==> src/rtl/if_inst_rdata_buffer_pkg.sv <==
// Shared definitions for the IF instruction-return buffer: instruction width,
// the {ok, rdata} inst-buffer bus width and the outstanding-counter update helper.
package if_inst_rdata_buffer_pkg;

    localparam int IF_INST_WIDTH      = 32;
    localparam int IF_INST_BUF_BUS_WD = IF_INST_WIDTH + 1;
    localparam int IBUF_STAT_WIDTH    = 32;

    typedef enum logic [1:0] {
        CNT_HOLD = 2'd0,
        CNT_INC  = 2'd1,
        CNT_DEC  = 2'd2
    } cnt_op_e;

    // An accept and a response in the same cycle cancel out.
    function automatic cnt_op_e cnt_op(input logic fire, input logic rsp);
        case ({fire, rsp})
            2'b10:   return CNT_INC;
            2'b01:   return CNT_DEC;
            default: return CNT_HOLD;
        endcase
    endfunction

endpackage

==> src/rtl/if_inst_rdata_buffer_discard_ctr.sv <==
// ibuf_discard_ctr: outstanding-fetch and stale-response counters, request
// back-pressure and the data_ok filter that hides killed fetches from IF.
module ibuf_discard_ctr
    import if_inst_rdata_buffer_pkg::*;
#(
    parameter int MAX_OUTSTANDING = 2,
    parameter int CNT_W           = 3
) (
    input  logic clk,
    input  logic rst_n,
    input  logic req_fire,
    input  logic rsp,
    input  logic flush,
    output logic data_ok,
    output logic req_block,
    output logic discard_busy
);

    localparam logic [CNT_W-1:0] MAX_CNT = CNT_W'(MAX_OUTSTANDING);

    logic [CNT_W-1:0] out_cnt;
    logic [CNT_W-1:0] out_cnt_next;
    logic [CNT_W-1:0] drop_cnt;

    // Saturating at both ends so protocol violations cannot wrap the count.
    always_comb begin
        out_cnt_next = out_cnt;
        unique case (cnt_op(req_fire, rsp))
            CNT_INC: if (out_cnt != MAX_CNT) out_cnt_next = out_cnt + CNT_W'(1);
            CNT_DEC: if (out_cnt != '0)      out_cnt_next = out_cnt - CNT_W'(1);
            default: ;
        endcase
    end

    always_ff @(posedge clk or negedge rst_n) begin
        if (!rst_n) begin
            out_cnt  <= '0;
            drop_cnt <= '0;
        end else begin
            out_cnt <= out_cnt_next;
            // Reload rather than accumulate: a request accepted in the flush
            // cycle is already counted in out_cnt_next and is stale too.
            if (flush) begin
                drop_cnt <= out_cnt_next;
            end else if (rsp && drop_cnt != '0) begin
                drop_cnt <= drop_cnt - CNT_W'(1);
            end
        end
    end

    assign req_block    = (out_cnt == MAX_CNT);
    assign discard_busy = (drop_cnt != '0);
    assign data_ok      = rsp & ~discard_busy & ~flush;

endmodule

==> src/rtl/if_inst_rdata_buffer.sv <==
// Instruction-return buffer between the inst-SRAM response path and IF.
// Optional IBUF_STAT_EN adds discard_total_o, a count of swallowed responses.
module if_inst_rdata_buffer
    import if_inst_rdata_buffer_pkg::*;
#(
    parameter int MAX_OUTSTANDING = 2,
    parameter int CNT_W           = 3
) (
    input  logic                     clk,
    input  logic                     rst_n,
    input  logic                     inst_sram_req_i,
    input  logic                     inst_sram_addr_ok_i,
    input  logic                     inst_sram_data_ok_i,
    input  logic [IF_INST_WIDTH-1:0] inst_sram_rdata_i,
    input  logic                     if_valid_i,
    input  logic                     id_allowin_i,
    input  logic                     flush_i,
    output logic                     inst_data_ok_o,
    output logic                     inst_rdata_buffer_ok_o,
    output logic [IF_INST_WIDTH-1:0] inst_rdata_buffer_rdata_o,
    output logic                     req_block_o,
    output logic                     discard_busy_o
`ifdef IBUF_STAT_EN
    ,
    output logic [IBUF_STAT_WIDTH-1:0] discard_total_o
`endif
);

    logic                          req_fire;
    logic                          buf_valid;
    logic [IF_INST_WIDTH-1:0]      buf_data;
    logic [IF_INST_BUF_BUS_WD-1:0] inst_buf_bus;
    logic                          buf_clear;
    logic                          buf_set;

    assign req_fire = inst_sram_req_i & inst_sram_addr_ok_i;

    ibuf_discard_ctr #(
        .MAX_OUTSTANDING (MAX_OUTSTANDING),
        .CNT_W           (CNT_W)
    ) u_discard_ctr (
        .clk          (clk),
        .rst_n        (rst_n),
        .req_fire     (req_fire),
        .rsp          (inst_sram_data_ok_i),
        .flush        (flush_i),
        .data_ok      (inst_data_ok_o),
        .req_block    (req_block_o),
        .discard_busy (discard_busy_o)
    );

    assign buf_clear = (if_valid_i & id_allowin_i) | flush_i;
    assign buf_set   = inst_data_ok_o & if_valid_i & ~id_allowin_i & ~buf_valid;

    // Clear wins over set; a second word arriving while full is dropped.
    always_ff @(posedge clk or negedge rst_n) begin
        if (!rst_n) begin
            buf_valid <= 1'b0;
            buf_data  <= '0;
        end else if (buf_clear) begin
            buf_valid <= 1'b0;
        end else if (buf_set) begin
            buf_valid <= 1'b1;
            buf_data  <= inst_sram_rdata_i;
        end
    end

    assign inst_buf_bus = {buf_valid, buf_data};
    assign {inst_rdata_buffer_ok_o, inst_rdata_buffer_rdata_o} = inst_buf_bus;

`ifdef IBUF_STAT_EN
    always_ff @(posedge clk or negedge rst_n) begin
        if (!rst_n) begin
            discard_total_o <= '0;
        end else if (inst_sram_data_ok_i && (discard_busy_o || flush_i)) begin
            discard_total_o <= discard_total_o + IBUF_STAT_WIDTH'(1);
        end
    end
`endif

endmodule

==> config.mk <==
export PLATFORM = sky130hd
export DESIGN_NAME = if_inst_rdata_buffer
export DESIGN_NICKNAME = d
export VERILOG_FILES = /design/src/rtl/if_inst_rdata_buffer_pkg.sv /design/src/rtl/if_inst_rdata_buffer_discard_ctr.sv /design/src/rtl/if_inst_rdata_buffer.sv
export SDC_FILE = /design/constraint.sdc
export NUM_CORES = 1
export LEC_CHECK = 0
export CORE_MARGIN = 1
export CORE_UTILIZATION = 35
export DETAILED_ROUTE_END_ITERATION = 7
export GPL_TIMING_DRIVEN = 0
export PLACE_DENSITY = 0.69
export SLEW_MARGIN = 20
export SYNTH_ARGS = -nofsm -noshare
export SYNTH_HDL_FRONTEND = slang
export SYNTH_SLANG_ARGS = --single-unit
export TNS_END_PERCENT = 5
==> constraint.sdc <==
create_clock -name clk -period 1.9 [get_ports clk]
set_clock_uncertainty 0.1 [all_clocks]
set_input_delay 0.19 -clock clk [delete_from_list [all_inputs] [get_ports clk]]
set_output_delay 0.19 -clock clk [all_outputs]
set_load 0.02 [all_outputs]
==> metrics.md, run 1 <==
| Metric | Value |
|---|---|
| Sink Count | 39 |
| Commonest non-fill, non-tap cell in the layout | clkdlybuf4s50_1 |
| Port bufs | 75 |
| Worst setup SP type | flop |
| Final setup margin | 31.98 ps |
| Largest net degree at the start of global routing | 21 |
| Diode count | 0 |
| # H-tree levels | 2 |
| Area fraction of the dominant cell type after synthesis | 50.52% |
| RSZ-0062 raised after global routing | true |
| Setup Fix Bufs, Post-CTS | 0 |
| Post-route cell area | 0.002952 sq mm |
| Tcrit/Tclk final | 98.32% |
| DP Wirelength | 2772 um |
| Clock-pin slew on the worst setup and hold paths | 80 ps |
| Final Hold Viols | 0 |
| Avg WL per Cell | 13.25 um |
| Total wire length | 3789 um |
| Final Slew Violations | 0 |
| I/O pin cnt | 76 |
| Synth Instances | 131 |
| CP Class | reg2reg |
| Vias per inst | 4.497 |
| Required @ worst endpoint | 1980 ps |
| Starting DRT DRC Count | 5 |
| CTS tree | built |
| Most area-hungry cell type in the Yosys netlist | dfrtp_1 |
| TritonCTS Buffers | 5 |
| Reg area | 977.2 sq um |
| Synth unique cells | 26 |
| Grt total ovfl | 0 |
| Final ANT Viol Nets | 0 |
| Pre-antenna DRT Iters | 4 |
| Worst Hold Class | in2async |
| Area after DPL | 0.002795 sq mm |
| Setup violations, final | 0 |
| Most frequent cells in the layout | 70 x clkdlybuf4s50_1, 38 x dfrtp_1, 30 x mux2_4 |
| Multi-input combinational cell area | 894.6 sq um |
| Die Wd | 76.30 um |
| Clk buf depth | 2 |
| Layout cells sized above 1 | 26.85% |
| Post-synthesis sequential area ratio | 50.52% |
| Row count | 26 |
| Maximum clock rate | 535.3 MHz |
| Worst-Margin Slew | 500.6 ps |
| Syn_nets | 179 |
| Tot GR Track Use | 14.26% |
| Worst slack at placement | -488.0 ps |
| Core ar. | 0.005205 sq mm |
| Design Power | 4258 uW |
| Die area | 0.005821 sq mm |
| Min cycle time layout | 1868 ps |
| Average size of a mapped cell | 14.75 sq um |
| Slew HR | 66.63% |
| Final GP Congestion | 0.7475 |
| Min Hold Slack | 295.7 ps |
| Pwr dens | 1443 mW/mm^2 |
| Antenna violations before repair | 0 |
| Peak supply drop | 0.7522 mV |
| Leakage | 0.001325 uW |
| First-pass GRT wire length | 6368 um |
| YS warnings | 0 |
| Synthesized cell area | 0.001932 sq mm |
| Number of fill cells in the layout | 474 |
| Die height | 76.30 um |
| Number of global-route vias before repair | 1359 |
| Later-pin clock latency in the skew report | 290 ps |
| Critical path arrival | 1940 ps |
| Clock root buffer master | clkbuf_8 |
| Outcome | complete, no violations |
| Worst-path fanout max | 10 |
| Vias | 1286 |
| Seq cells post-synth | 39 |
| Area contributors post-synth | dfrtp_1 51%, mux2_4 23%, ha_1 5.2% |
| # DRC | 0 |
| CP endpoint kind | flop |
| Initial Utilization | 37.12% |
| Max_cap viols | 0 |
| Synthesis-to-finish area growth | 52.78% |
| Fin nets | 263 |
==> routing by layer <==
metal	vias to the layer above	track usage (%)	routed length (um)	share of wire [%]
li1	619	-	-	-
met1	605	18.50	1797	47
met3	5	6.347	355	9.4
met4	0	6.731	59	1.6
met5	-	0	0	0
met2	57	20.18	1577	42
==> cell families after synthesis <==
family | count (synthesis) | synth area share, %
AOI/OAI and AO/OA | 9 | 3.757
buffers and inverters | 15 | 5.440
muxes | 35 | 26.17
and+or+nand+nor | 24 | 8.485
DFF | 39 | 50.52
adders and majority gates | 8 | 5.182
xor gates and xnor gates | 1 | 0.4535
==> power by group <==
part / internal, uW / switching (uW)
Sequential: 1220 / 245
Combinational: 1270 / 913
Clock: 330 / 276
Total: 2820 / 1430
==> repair_timing <==
action | 4_1_cts | 5_1_grt
hold endpoints to repair | 19 | 0
hold buffers | 1 | 0
setup endpoints to repair | 36 | 34
pin swaps | 0 | 0
gates resized for setup | 9 | 6
==> sequential cells by signal, summed over array words and instances (netlist names) <==
signal	cells
u_discard_ctr.drop_cnt	3
inst_rdata_buffer_rdata_o	32
inst_rdata_buffer_ok_o	1
u_discard_ctr.out_cnt	3
==> worst max-delay path: stages (launching register included) <==
cell	delay, ps
dfrtp_1	410
inv_2	90
ha_4	140
and4bb_4	260
nand3b_4	110
nor2_8	180
buf_12	170
mux2_4	300
==> through the flow <==
step / setup TNS, ps / std cells / utilization (%)
after floorplan: 0 / 131 / -
after global placement: -25780 / 276 / 53.27
after detailed placement: -8117 / 277 / 53.70
after CTS: 0 / 286 / 56.42
after global routing: -992.7 / 286 / 56.71
final: 0 / 286 / 56.71
==> Yosys cell counts, drive strengths merged <==
| cell type | count |
|---|---|
| a22oi | 1 |
| nor2b | 2 |
| a221oi | 1 |
| xnor2 | 1 |
| ha | 8 |
| dfrtp | 39 |
| and4bb | 1 |
| or3 | 1 |
| mux2 | 34 |
| nor2 | 4 |
| nand3b | 2 |
| nor3 | 2 |
| nand2b | 5 |
| o221a | 1 |
| o32a | 1 |
| inv | 12 |
| buf | 3 |
| a2111oi | 2 |
| a21oi | 2 |
| mux2i | 1 |
| a211oi | 1 |
| nand2 | 6 |
| and2 | 1 |
==> worst paths after layout <==
path | end | startpoint | slack [ps] | depth (start not counted)
setup / recovery | inst_rdata_buffer_rdata_o[20]$_DFFE_PN0P_ | u_discard_ctr.drop_cnt[0]$_DFFE_PN0P_ | 30 | 7
hold / removal | inst_rdata_buffer_ok_o$_DFFE_PN0P_ | rst_n | 300 | 2
setup reg to reg | inst_rdata_buffer_rdata_o[20]$_DFFE_PN0P_ | u_discard_ctr.drop_cnt[0]$_DFFE_PN0P_ | 30 | 7
hold reg to reg | inst_rdata_buffer_rdata_o[4]$_DFFE_PN0P_ | inst_rdata_buffer_rdata_o[4]$_DFFE_PN0P_ | 410 | 1
max in group asynchronous | inst_rdata_buffer_rdata_o[17]$_DFFE_PN0P_ | rst_n | 940 | 3
min in group clk | u_discard_ctr.drop_cnt[2]$_DFFE_PN0P_ | inst_sram_data_ok_i | 310 | 4
==> cell type report <==
type | count | area share (%)
timing repair buffer | 77 | 26.54
clock buffer | 7 | 3.264
buffer | 3 | 2.035
inverter | 12 | 1.526
tap | 70 | 2.967
clock inverter | 1 | 0.2543
multi-input combinational | 77 | 30.31
sequential | 39 | 33.11
(Power assumes the default switching activity.)
==> inputs of run 2 (changes only) <==
--- a/config.mk
+++ b/config.mk
@@ -7,4 +7,6 @@
 export LEC_CHECK = 0
+export ABC_CLOCK_PERIOD_IN_PS = 1900
 export CORE_MARGIN = 1
 export CORE_UTILIZATION = 35
+export CTS_CLUSTER_DIAMETER = 120
 export DETAILED_ROUTE_END_ITERATION = 7
==> constraint.sdc (replaced) <==
create_clock -name clk -period 1.9 [get_ports clk]
set_clock_uncertainty 0.1 [all_clocks]
set_input_delay 0.38 -clock clk [delete_from_list [all_inputs] [get_ports clk]]
set_output_delay 0.38 -clock clk [all_outputs]
set_load 0.02 [all_outputs]
==> run 2 against run 1 <==
  * Routed wire length up 1.1%
  * Sequential cell count unchanged
  * Largest cell class unchanged
  * Total power is 1.2% higher
  * First-iteration DRC count rose by 80%
  * Via count is 1.3% higher
  * Worst setup slack lost 29 ps
  * Die area unchanged
==> metrics.md, run 2 (synthesized netlist as in run 1, its figures left out) <==
| Metric | Value |
|---|---|
| Die Wd | 76.30 um |
| R2R setup slack | 30 ps |
| R2r startpoint | u_discard_ctr.drop_cnt[0]$_DFFE_PN0P_ |
| Critical path arrival | 1960 ps |
| Largest net degree at the start of global routing | 21 |
| TritonCTS Buffers | 5 |
| Levels on crit path | 8 |
| Design Power | 4308 uW |
| Commonest non-fill, non-tap cell in the layout | clkdlybuf4s50_1 |
| Slew HR | 66.71% |
| Die area | 0.005821 sq mm |
| Vias per inst | 4.556 |
| CTS tree | built |
| Tot GR Track Use | 14.26% |
| Most frequent cells in the layout | 68 x clkdlybuf4s50_1, 38 x dfrtp_1, 30 x mux2_4 |
| CP Buf/Inv Count | 2 |
| Min cycle time layout | 1897 ps |
| Required @ worst endpoint | 1970 ps |
| First-pass GRT wire length | 6368 um |
| Outcome | complete, no violations |
| Worst-path fanout max | 7 |
| Setup TNS | 0 ps |
| Clk buf depth | 2 |
| # H-tree levels | 2 |
| Number of fill cells in the layout | 473 |
| Sink Count | 39 |
| Fin nets | 263 |
| Worst-Margin Slew | 499.3 ps |
| Core ar. | 0.005205 sq mm |
| Worst Setup EP | u_discard_ctr.drop_cnt[0]$_DFFE_PN0P_ |
| Port bufs | 75 |
| Maximum clock rate | 527.0 MHz |
| Tcrit/Tclk final | 99.86% |
| Die height | 76.30 um |
| Pwr dens | 1448 mW/mm^2 |
| Initial Utilization | 37.12% |
| Starting DRT DRC Count | 9 |
| Worst path top cell family by delay | buffers and inverters |
| Row count | 26 |
| Multi-input combinational cell area | 929.6 sq um |
| Worst setup SP type | input port |
| Grt total ovfl | 0 |
| Leakage | 0.001329 uW |
| Worst Hold Class | reg2reg |
| Clock root buffer master | clkbuf_8 |
| Diode count | 0 |
| Total wire length | 3829 um |
| Worst r2r dst | inst_rdata_buffer_rdata_o[23]$_DFFE_PN0P_ |
| CP endpoint kind | flop |
| Clock-pin slew on the worst setup and hold paths | 80 ps |
| RSZ-0062 raised after global routing | true |
| Peak supply drop | 0.7570 mV |
| DP Wirelength | 2772 um |
| Max_cap viols | 0 |
| Number of global-route vias before repair | 1359 |
| Final Hold Viols | 0 |
| Worst Reg-to-Reg Cells | 7 |
| I/O pin cnt | 76 |
| Layout Cells excl Fill | 286 |
| Avg WL per Cell | 13.39 um |
| Antenna violations before repair | 0 |
| Layout cells sized above 1 | 30.09% |
| Setup crit start | inst_sram_addr_ok_i |
| Slowest cell on crit path | clkdlybuf4s50_1 |
| Final ANT Viol Nets | 0 |
| Setup violations, final | 0 |
| Crit path cell chain | clkdlybuf4s50_1 > nand2_2 > inv_2 > ha_4 > nand2b_4 > nor2_1 > o32a_1 > mux2_2 |
| Later-pin clock latency in the skew report | 290 ps |
| Final Slew Violations | 0 |
| Max incr delay on CP | 420 ps |
| Final GP Congestion | 0.7475 |
| Max reg flops | 32 |
| Vias | 1303 |
| # DRC | 0 |
| Reg area | 977.2 sq um |
| Pre-antenna DRT Iters | 4 |
| Synthesis-to-finish area growth | 53.95% |
| CP Class | in2reg |
| Dpl cells | 277 |
[run 2: stage by stage]
step / hold slack, ps / instance area (sq um) / util (%) / worst slack [ps]
2_1_floorplan: -15.59 / 1934 / - / 34.78
3_3_place_gp: 391.8 / 2773 / 53.27 / -678.2
3_5_place_dp: 281.8 / 2795 / 53.70 / -678.0
4_1_cts: 415.5 / 2925 / 56.20 / -30.04
5_1_grt: 419.3 / 2974 / 57.14 / -46.26
6_report: 411.1 / 2974 / 57.14 / 2.639
[run 2: how the worst min path moves through the flow]
stage | slack, ps | from | cells after the start | end
5_1_grt | 420 | inst_rdata_buffer_rdata_o[4]$_DFFE_PN0P_ | 1 | inst_rdata_buffer_rdata_o[4]$_DFFE_PN0P_
6_report | 410 | inst_rdata_buffer_rdata_o[24]$_DFFE_PN0P_ | 1 | inst_rdata_buffer_rdata_o[24]$_DFFE_PN0P_
4_1_cts | 420 | inst_rdata_buffer_rdata_o[4]$_DFFE_PN0P_ | 1 | inst_rdata_buffer_rdata_o[4]$_DFFE_PN0P_
2_1_floorplan | -20 | rst_n | 0 | inst_rdata_buffer_ok_o$_DFFE_PN0P_
3_3_place_gp | 390 | inst_rdata_buffer_rdata_o[23]$_DFFE_PN0P_ | 1 | inst_rdata_buffer_rdata_o[23]$_DFFE_PN0P_
3_5_place_dp | 280 | rst_n | 1 | inst_rdata_buffer_rdata_o[0]$_DFFE_PN0P_
[run 2: report_power, final]
part / switching [uW] / internal [uW] / leakage (uW)
Clock: 279 / 330 / 0.0000505
Sequential: 255 / 1220 / 0.000500
Combinational: 930 / 1290 / 0.000778
Total: 1460 / 2840 / 0.00133
[run 2: routing by layer]
layer	GRT usage, %	wire length, um	vias up
li1	-	-	618
met1	18.50	1796	622
met2	20.18	1629	58
met3	6.347	348	5
met4	6.731	55	0
met5	0	0	-
[run 2: area by class of cell]
cell class / instances / area share, %
Sequential cell: 39 / 32.86
Multi-Input combinational cell: 77 / 31.26
Timing Repair Buffer: 77 / 25.92
Clock buffer: 7 / 3.239
Tap cell: 70 / 2.945
Buffer: 3 / 2.019
Inverter: 12 / 1.515
Clock inverter: 1 / 0.2524
[run 2: repair_timing]
item,4_1_cts,5_1_grt
cloned,0,0
resized for setup,18,12
hold buffers,1,0
buffers inserted,0,0
pin swaps,1,3
endpoints found under the hold margin,19,0
endpoints found under the setup margin,39,35
==> inputs of run 3 (changes only) <==
Settings changed: RECOVER_POWER from default to 25.
==> run 3 against run 2 <==
  * Sequential cell count unchanged
  * Global-route usage unchanged
  * Sequential power about the same
  * First-iteration DRC count is the same
  * Hold slack stayed put
  * Die area is the same
  * Via count unchanged
  * Register-to-register slack barely moved
  * Final cell count stayed put
  * Sequential share of layout area is the same
  * Total power about the same
  * Non-clock buffer count is the same
  * Critical path type unchanged
  * Largest power group unchanged
==> metrics.md, run 3 (synthesized netlist as in run 1, its figures left out) <==
| Metric | Value |
|---|---|
| Hold Path Origin | inst_rdata_buffer_rdata_o[24]$_DFFE_PN0P_ |
| Min Hold Slack | 411.1 ps |
| CTS tree | built |
| Tot GR Track Use | 14.26% |
| Setup violations, final | 0 |
| Worst setup SP type | input port |
| Pre-antenna DRT Iters | 4 |
| DP Wirelength | 2772 um |
| Required @ worst endpoint | 1970 ps |
| Worst slack at placement | -678.0 ps |
| Layout Cells excl Fill | 286 |
| Die height | 76.30 um |
| Worst path top cell family by delay | buffers and inverters |
| Grt total ovfl | 0 |
| Slew HR | 63.11% |
| Avg WL per Cell | 13.39 um |
| CP Class | in2reg |
| Port bufs | 75 |
| Worst Hold Class | reg2reg |
| Antenna violations before repair | 0 |
| Clock-pin slew on the worst setup and hold paths | 80 ps |
| Vias | 1303 |
| Dpl cells | 277 |
| Slowest cell on crit path | clkdlybuf4s50_1 |
| Met3 usage | 6.347% |
| Worst-path fanout max | 7 |
| Max incr delay on CP | 420 ps |
| Min cycle time layout | 1897 ps |
| R2R setup slack | 30 ps |
| Most frequent cells in the layout | 68 x clkdlybuf4s50_1, 38 x dfrtp_1, 30 x mux2_4 |
| Total wire length | 3829 um |
| Layout cells sized above 1 | 30.09% |
| Vias per inst | 4.556 |
| Global Route met2 Usage | 20.18% |
| Number of global-route vias before repair | 1359 |
| Setup Fix Bufs, Post-CTS | 0 |
| Final Slew Violations | 0 |
| Worst Hold End | inst_rdata_buffer_rdata_o[24]$_DFFE_PN0P_ |
| Outcome | complete, no violations |
| R2r startpoint | u_discard_ctr.drop_cnt[0]$_DFFE_PN0P_ |
| Core ar. | 0.005205 sq mm |
| Synthesis-to-finish area growth | 53.95% |
| Fin nets | 263 |
| Max_cap viols | 0 |
| Diode count | 0 |
| Starting DRT DRC Count | 9 |
| TritonCTS Buffers | 5 |
| Design Power | 4308 uW |
| Sink Count | 39 |
| Final ANT Viol Nets | 0 |
| First-pass GRT wire length | 6368 um |
| Worst-Margin Slew | 553.4 ps |
| Die area | 0.005821 sq mm |
| Critical path arrival | 1960 ps |
| Post-route cell area | 0.002974 sq mm |
| Worst r2r dst | inst_rdata_buffer_rdata_o[23]$_DFFE_PN0P_ |
| Final Hold Viols | 0 |
| Area after DPL | 0.002795 sq mm |
| Maximum clock rate | 527.0 MHz |
| Commonest non-fill, non-tap cell in the layout | clkdlybuf4s50_1 |
| CP Buf/Inv Count | 2 |
| Most Crowded Layer GR | met2 |
| Peak supply drop | 0.7570 mV |
| Worst Reg-to-Reg Cells | 7 |
| RSZ-0062 raised after global routing | true |
| I/O pin cnt | 76 |
| Largest net degree at the start of global routing | 21 |
| Met1 GRT Util | 18.50% |
| Clock root buffer master | clkbuf_8 |
| Crit path cell chain | clkdlybuf4s50_1 > nand2_2 > inv_2 > ha_4 > nand2b_4 > nor2_1 > o32a_1 > mux2_2 |
| Tcrit/Tclk final | 99.86% |
| # DRC | 0 |
| Die Wd | 76.30 um |
| Final setup margin | 2.639 ps |
| Row count | 26 |
| Max reg flops | 32 |
| CP endpoint kind | flop |
| Final GP Congestion | 0.7475 |
| Clk buf depth | 2 |
| Worst hold path cell count | 1 |
| Later-pin clock latency in the skew report | 290 ps |
| Pwr dens | 1448 mW/mm^2 |
| Initial Utilization | 37.12% |
| Levels on crit path | 8 |
| # H-tree levels | 2 |
| Leakage | 0.001329 uW |
==> run 3: changes by cell type in the layout (fill, tap and decap cells not counted) <==
| cell | change |
|---|---|
| clkbuf_2 | +1 |
| buf_2 | -1 |
==> run 3: routing by layer <==
layer | part of all wire, % | vias up
li1 | - | 618
met1 | 47 | 622
met2 | 43 | 58
met3 | 9.1 | 5
met4 | 1.4 | 0
met5 | 0 | -
==> run 3: metrics by stage <==
step / util [%] / TNS [ps]
3_5_place_dp: 53.70 / -15800
6_report: 57.14 / 0
2_1_floorplan: - / 0
4_1_cts: 56.20 / -30.04
5_1_grt: 57.14 / -1008
3_3_place_gp: 53.27 / -40840
==> run 3: final cells by class <==
cell class | instances | area, sq um
inverter | 12 | 45.04
buffer | 3 | 60.06
clock buffer | 7 | 96.34
fill | 473 | 2231
clock inverter | 1 | 7.507
sequential | 39 | 977.2
timing repair buffer | 77 | 770.7
multi-input combinational | 77 | 929.6
tap | 70 | 87.58
==> run 3: worst max path at each step <==
stage	start	end	slack, ps
detailed placement	inst_sram_data_ok_i	u_discard_ctr.drop_cnt[1]$_DFFE_PN0P_	-680
finish	inst_sram_addr_ok_i	u_discard_ctr.drop_cnt[0]$_DFFE_PN0P_	3
floorplan	u_discard_ctr.drop_cnt[0]$_DFFE_PN0P_	inst_rdata_buffer_rdata_o[0]$_DFFE_PN0P_	30
CTS	inst_sram_req_i	u_discard_ctr.drop_cnt[0]$_DFFE_PN0P_	-30
global route	u_discard_ctr.drop_cnt[0]$_DFFE_PN0P_	inst_rdata_buffer_rdata_o[20]$_DFFE_PN0P_	-50
global placement	inst_sram_data_ok_i	u_discard_ctr.drop_cnt[1]$_DFFE_PN0P_	-680
==> run 3: where the power goes <==
group / switching (uW) / internal (uW)
clock: 279 / 330
combinational: 930 / 1290
sequential: 255 / 1220
==> run 3: timing repair <==
item / CTS / global route
pin swaps: 1 / 3
hold endpoints to repair: 19 / 0
hold buffers: 1 / 0
resized for setup: 18 / 12
endpoints found under the setup margin: 39 / 35
